--- config.mk ---
export PLATFORM = sky130hd
export DESIGN_NAME = dmem_arbiter
export DESIGN_NICKNAME = d
export VERILOG_FILES = /design/src/rtl/dmem_arbiter.sv
export SDC_FILE = /design/constraint.sdc
export NUM_CORES = 1
export LEC_CHECK = 0
export ABC_AREA = 1
export BUFFER_PORTS_ARGS = -buffer_cell sky130_fd_sc_hd__buf_2
export CAP_MARGIN = 20
export CORE_AREA = 2 2 121 123
export DETAILED_ROUTE_END_ITERATION = 16
export DIE_AREA = 0 0 123 125
export PLACE_DENSITY = 0.72
export SYNTH_ARGS = -nofsm -noshare
export SYNTH_HDL_FRONTEND = slang
export SYNTH_SLANG_ARGS = --single-unit
export TNS_END_PERCENT = 10
--- constraint.sdc ---
create_clock -name clk -period 2.95 [get_ports clk]
set_input_delay 0.295 -clock clk [delete_from_list [all_inputs] [get_ports clk]]
set_output_delay 0.295 -clock clk [all_outputs]
set_load 0.03 [all_outputs]
--- src/rtl/dmem_arbiter.sv ---
// rtl/dmem_arbiter.sv - two-master round-robin dmem arbiter with bounded master 1 burst lock
module dmem_arbiter #(
  parameter int AW        = 32,
  parameter int DW        = 32,
  parameter int MAX_BURST = 4
) (
  input  logic              clk,
  input  logic              reset,

  input  logic              m0_req,
  input  logic [AW-1:0]     m0_addr,
  input  logic [DW-1:0]     m0_wdata,
  input  logic [DW/8-1:0]   m0_we,
  output logic              m0_gnt,
  output logic              m0_rvalid,
  output logic [DW-1:0]     m0_rdata,

  input  logic              m1_req,
  input  logic [AW-1:0]     m1_addr,
  input  logic [DW-1:0]     m1_wdata,
  input  logic [DW/8-1:0]   m1_we,
  input  logic              m1_lock,
  output logic              m1_gnt,
  output logic              m1_rvalid,
  output logic [DW-1:0]     m1_rdata,

  output logic [AW-1:0]     daddr,
  output logic [DW-1:0]     dwdata,
  output logic [DW/8-1:0]   dwe,
  input  logic [DW-1:0]     drdata
);

  localparam int CW = $clog2(MAX_BURST + 1);
  localparam logic [CW-1:0] BURST_MAX = CW'(MAX_BURST);

  typedef enum logic [1:0] {
    OWN_NONE = 2'd0,
    OWN_M0   = 2'd1,
    OWN_M1   = 2'd2
  } owner_t;

  owner_t          r_owner;
  owner_t          w_owner_nxt;
  logic            r_last_winner;   // 1 = master 1 won the last accepted beat
  logic            r_lock_q;
  logic [CW-1:0]   r_burst_cnt;
  logic [CW-1:0]   w_burst_nxt;

  logic            w_lock_hold;
  logic            w_win0;
  logic            w_win1;
  logic            w_acc0;
  logic            w_acc1;
  logic            w_rd0;
  logic            w_rd1;

  logic            r_m0_rvalid;
  logic            r_m1_rvalid;
  logic [DW-1:0]   r_m0_rdata;
  logic [DW-1:0]   r_m1_rdata;

  // Master 1 keeps the bus while it is locked, unless master 0 has waited through a full burst
  assign w_lock_hold = (r_owner == OWN_M1) && r_lock_q && m1_req &&
                       (!m0_req || (r_burst_cnt < BURST_MAX));

  // Winner selection: lock hold, then single requester, then alternate on a tie
  always_comb begin
    w_win0 = 1'b0;
    w_win1 = 1'b0;
    if (w_lock_hold) begin
      w_win1 = 1'b1;
    end else if (m0_req && !m1_req) begin
      w_win0 = 1'b1;
    end else if (m1_req && !m0_req) begin
      w_win1 = 1'b1;
    end else if (m0_req && m1_req) begin
      if (r_last_winner) begin
        w_win0 = 1'b1;
      end else begin
        w_win1 = 1'b1;
      end
    end
  end

  // Grants are suppressed while reset is held so nothing can be accepted
  assign m0_gnt = reset & w_win0;
  assign m1_gnt = reset & w_win1;
  assign w_acc0 = m0_gnt & m0_req;
  assign w_acc1 = m1_gnt & m1_req;
  assign w_rd0  = w_acc0 && (m0_we == '0);
  assign w_rd1  = w_acc1 && (m1_we == '0);

  // Memory port mux: address/data default to master 0, write enables only for a real winner
  always_comb begin
    daddr  = m0_addr;
    dwdata = m0_wdata;
    dwe    = '0;
    if (w_win1) begin
      daddr  = m1_addr;
      dwdata = m1_wdata;
    end
    if (reset) begin
      if (w_win0) begin
        dwe = m0_we;
      end else if (w_win1) begin
        dwe = m1_we;
      end
    end
  end

  // Ownership follows the accepted master and lapses on any idle cycle
  always_comb begin
    w_owner_nxt = OWN_NONE;
    if (w_acc0) begin
      w_owner_nxt = OWN_M0;
    end else if (w_acc1) begin
      w_owner_nxt = OWN_M1;
    end
  end

  // Burst count only advances on locked master 1 beats taken while master 0 is waiting
  always_comb begin
    w_burst_nxt = r_burst_cnt;
    if (w_acc0 || (w_owner_nxt != r_owner)) begin
      w_burst_nxt = '0;
    end else if (w_acc1 && w_lock_hold && m0_req && (r_burst_cnt != BURST_MAX)) begin
      w_burst_nxt = r_burst_cnt + CW'(1);
    end
  end

  // Owner state register
  always_ff @(posedge clk or negedge reset) begin
    if (!reset) begin
      r_owner <= OWN_NONE;
    end else begin
      r_owner <= w_owner_nxt;
    end
  end

  // Arbitration history: last winner, lock flag and burst count
  always_ff @(posedge clk or negedge reset) begin
    if (!reset) begin
      r_last_winner <= 1'b1;
      r_lock_q      <= 1'b0;
      r_burst_cnt   <= '0;
    end else begin
      r_burst_cnt <= w_burst_nxt;
      if (w_acc0) begin
        r_last_winner <= 1'b0;
        r_lock_q      <= 1'b0;
      end else if (w_acc1) begin
        r_last_winner <= 1'b1;
        r_lock_q      <= m1_lock;
      end
    end
  end

  // Read return: capture dmem on the accepting edge, valid for exactly the next cycle
  always_ff @(posedge clk or negedge reset) begin
    if (!reset) begin
      r_m0_rvalid <= 1'b0;
      r_m1_rvalid <= 1'b0;
      r_m0_rdata  <= '0;
      r_m1_rdata  <= '0;
    end else begin
      r_m0_rvalid <= w_rd0;
      r_m1_rvalid <= w_rd1;
      if (w_rd0) begin
        r_m0_rdata <= drdata;
      end
      if (w_rd1) begin
        r_m1_rdata <= drdata;
      end
    end
  end

  assign m0_rvalid = r_m0_rvalid;
  assign m1_rvalid = r_m1_rvalid;
  assign m0_rdata  = r_m0_rdata;
  assign m1_rdata  = r_m1_rdata;

endmodule

==> run metrics <==
outcome finished, final reports clean; DR WL/cell 14.3 um; reg2reg setup slack a little under 0.7 ns; Worst Setup EP dwdata[25]; dpl ws 0.647 ns; PwrDens between 600 and 700 mW/mm2; unrepaired setup endpoints after global routing false; post-detailed-route count of antenna-violating nets 0; Worst Setup End Kind primary output; post-synthesis net count 731; leak pwr around 3.7 nW; fin util between 40% and 50%; DRT Wirelength ~15000 um; Layout fillers about 1.5k; Post-CTS Setup Bufs 0; CTS tree yes; DR vias/cell roughly 4.4; FP Rows 44; Area growth, synth to finish 48.2%; Post-synth top flop dfrtp_1; hold violation count in the final report 0; vias in the first global route between 4k and 5k; DP HPWL 11500 um; normalized max-slew margin between 30% and 40%; r2r startpoint r_last_winner; CP startpoint r_last_winner; first-pass GRT wire length between 20000 and 25000 um; CP Data Arrival Time 2.21 ns; CTS root buffer clkbuf_16; Clock Skew ~0.008 ns; Tot GR Track Use 18.5%; crit path launch type flip-flop; Final min period ~2.5 ns; grt ovf 0; antenna violations before repair 4; Die Area 0.0154 mm2; share of cells above drive strength 1 ~43%; cell count after synthesis approximately 560; Synth Area per Inst 7.24 um2; post-cts sizing count 0; drt first pass iters 4; TNS Setup 0 ns; residual DRC count 0; crit path kind flip-flop to primary output; worst vdd ir around 0.38 mV; vias post-DR 4573; max cap viols 0; Hold Path Class primary input to flip-flop; clock sinks between 70 and 80; clock slew at reported path FFs 0.06 ns; Ys Warns 0; Max clock buf depth 2; Final #Nets ~1.0k; Core Region between 0.01 and 0.015 mm2; worst r2r dst m0_rdata[19]; Critical Path RT approximately 2.7 ns; endpoints failing setup 0; Die X around 120 um; Clock Latency Late Sink around 0.33 ns; max frequency between 0.3 and 0.4 GHz; Num CTS Buffers 9; Worst Tran Pin Value 0.940 ns; largest net degree at the start of global routing 76; ys async rst share 100%; Worst Slack Setup Final around 0.44 ns; initial DRC count between 200 and 250; Die Span Y 125 um; hold buffer count at cts 0; max-slew violation count 0; H-tree depth 3; number of flops mapped to enable cells by yosys 0; largest fanout on the critical path 64; Netlist cell types 28; Mapped Area a little over 0.004 mm2; Synth Register Bits 73; Ports 309; r2r worst-path depth 6; Placer Congestion roughly 0.84; Initial Util around 28%; register area share after synthesis a little under half; Final period util a little over four fifths; PnR Total Power between 3 and 4 mW; IO Port Bufs 308
==> worst max-delay path: stages, from the launching register on <==
cell and delay [ns]:
dfstp_2 0.52, inv_2 0.04, o21ai_4 0.18, nand2_4 0.09, inv_2 0.05, buf_4 0.47, nand2_1 0.11, nand2_1 0.17
buf_2 0.22
==> area by class of cell <==
class                           instances  area, um2  area share, %
Antenna cell                            5       12.5          0.210
Clock buffer                           10        229           3.84
Clock inverter                          5       81.3           1.36
Inverter                               23       88.8           1.49
Multi-Input combinational cell        427       1900           31.9
Sequential cell                        73       1830           30.6
Tap cell                              184        230           3.86
Timing Repair Buffer                  315       1600           26.8
==> worst min path at each step <==
stage,from,endpoint,cells past startpoint
global placement,m1_rdata[1],m1_rdata[1],2
finish,m1_lock,r_lock_q,3
detailed placement,m1_rdata[13],m1_rdata[13],2
floorplan,reset,m0_rdata[0],0
global route,m1_lock,r_lock_q,3
CTS,m1_lock,r_lock_q,3
==> layer usage <==
| layer | up-vias | track usage [%] | share of wire, % |
|---|---|---|---|
| li1 | 2295 | - | - |
| met1 | 2049 | 19.8 | 38 |
| met2 | 203 | 34.7 | 52 |
| met3 | 26 | 4.84 | 8.2 |
| met4 | 0 | 6.35 | 2.4 |
| met5 | - | 0 | 0 |
==> layout by cell type (no fill, tap or decap), drive strengths merged <==
master,n
clkinvlp,1
dfstp,1
dfrtp,72
nand3b,1
nand2,336
ha,2
nor4,1
nand3,36
bufinv,2
clkinv,3
xor2,1
inv,22
nand4,2
clkbuf,10
o21ai,38
nor2,10
buf,315
diode,5
==> where the power goes <==
| group | leakage [nW] | total (mW) | switching (mW) | internal, mW |
|---|---|---|---|---|
| clock | 0.149 | 1.14 | 0.406 | 0.736 |
| sequential | 0.963 | 1.26 | 0.0893 | 1.17 |
| combinational | 2.59 | 1.41 | 1.02 | 0.396 |
| total | 3.70 | 3.81 | 1.51 | 2.30 |
==> flip-flops by register name, indices dropped and copies added, names as in the netlist <==
name,cells
r_burst_cnt,3
m1_rvalid,1
m0_rvalid,1
m1_rdata,32
m0_rdata,32
r_owner,2
r_lock_q,1
r_last_winner,1
==> cells in the mapped netlist (2+ instances only) <==
cell / count / share of area [%]
nand4_1: 2 / 0.31
clkbuf_1: 7 / 0.65
buf_2: 13 / 1.6
ha_1: 2 / 0.62
buf_4: 10 / 1.9
inv_2: 6 / 0.56
nand2_4: 2 / 0.56
nor2_1: 8 / 0.75
dfrtp_1: 72 / 45
inv_1: 15 / 1.4
buf_8: 2 / 0.75
o21ai_1: 4 / 0.50
nand3_2: 21 / 5.2
o21ai_0: 33 / 4.1
nand2_1: 333 / 31
nand3_1: 14 / 1.7
==> per-stage QoR <==
step | hold WS [ns] | std cells | instance area [um2]
final | 0.182 | 1042 | 5970
after global routing | 0.179 | 1040 | 5960
after CTS | 0.166 | 1037 | 5950
after detailed placement | 0.453 | 1022 | 5640
after global placement | 0.452 | 1022 | 5640
after floorplan | -0.000591 | 556 | 4030
==> cell families after synthesis <==
group                    synth area share (%)
AND/OR/NAND/NOR                          41.4
flip-flops                               45.4
buffers and inverters                    7.37
AO/OA/AOI/OAI                            5.00
adder cells (fa/ha/maj)                 0.622
XOR/XNOR                                0.218
No activity file was read; power rests on OpenSTA's default activity.
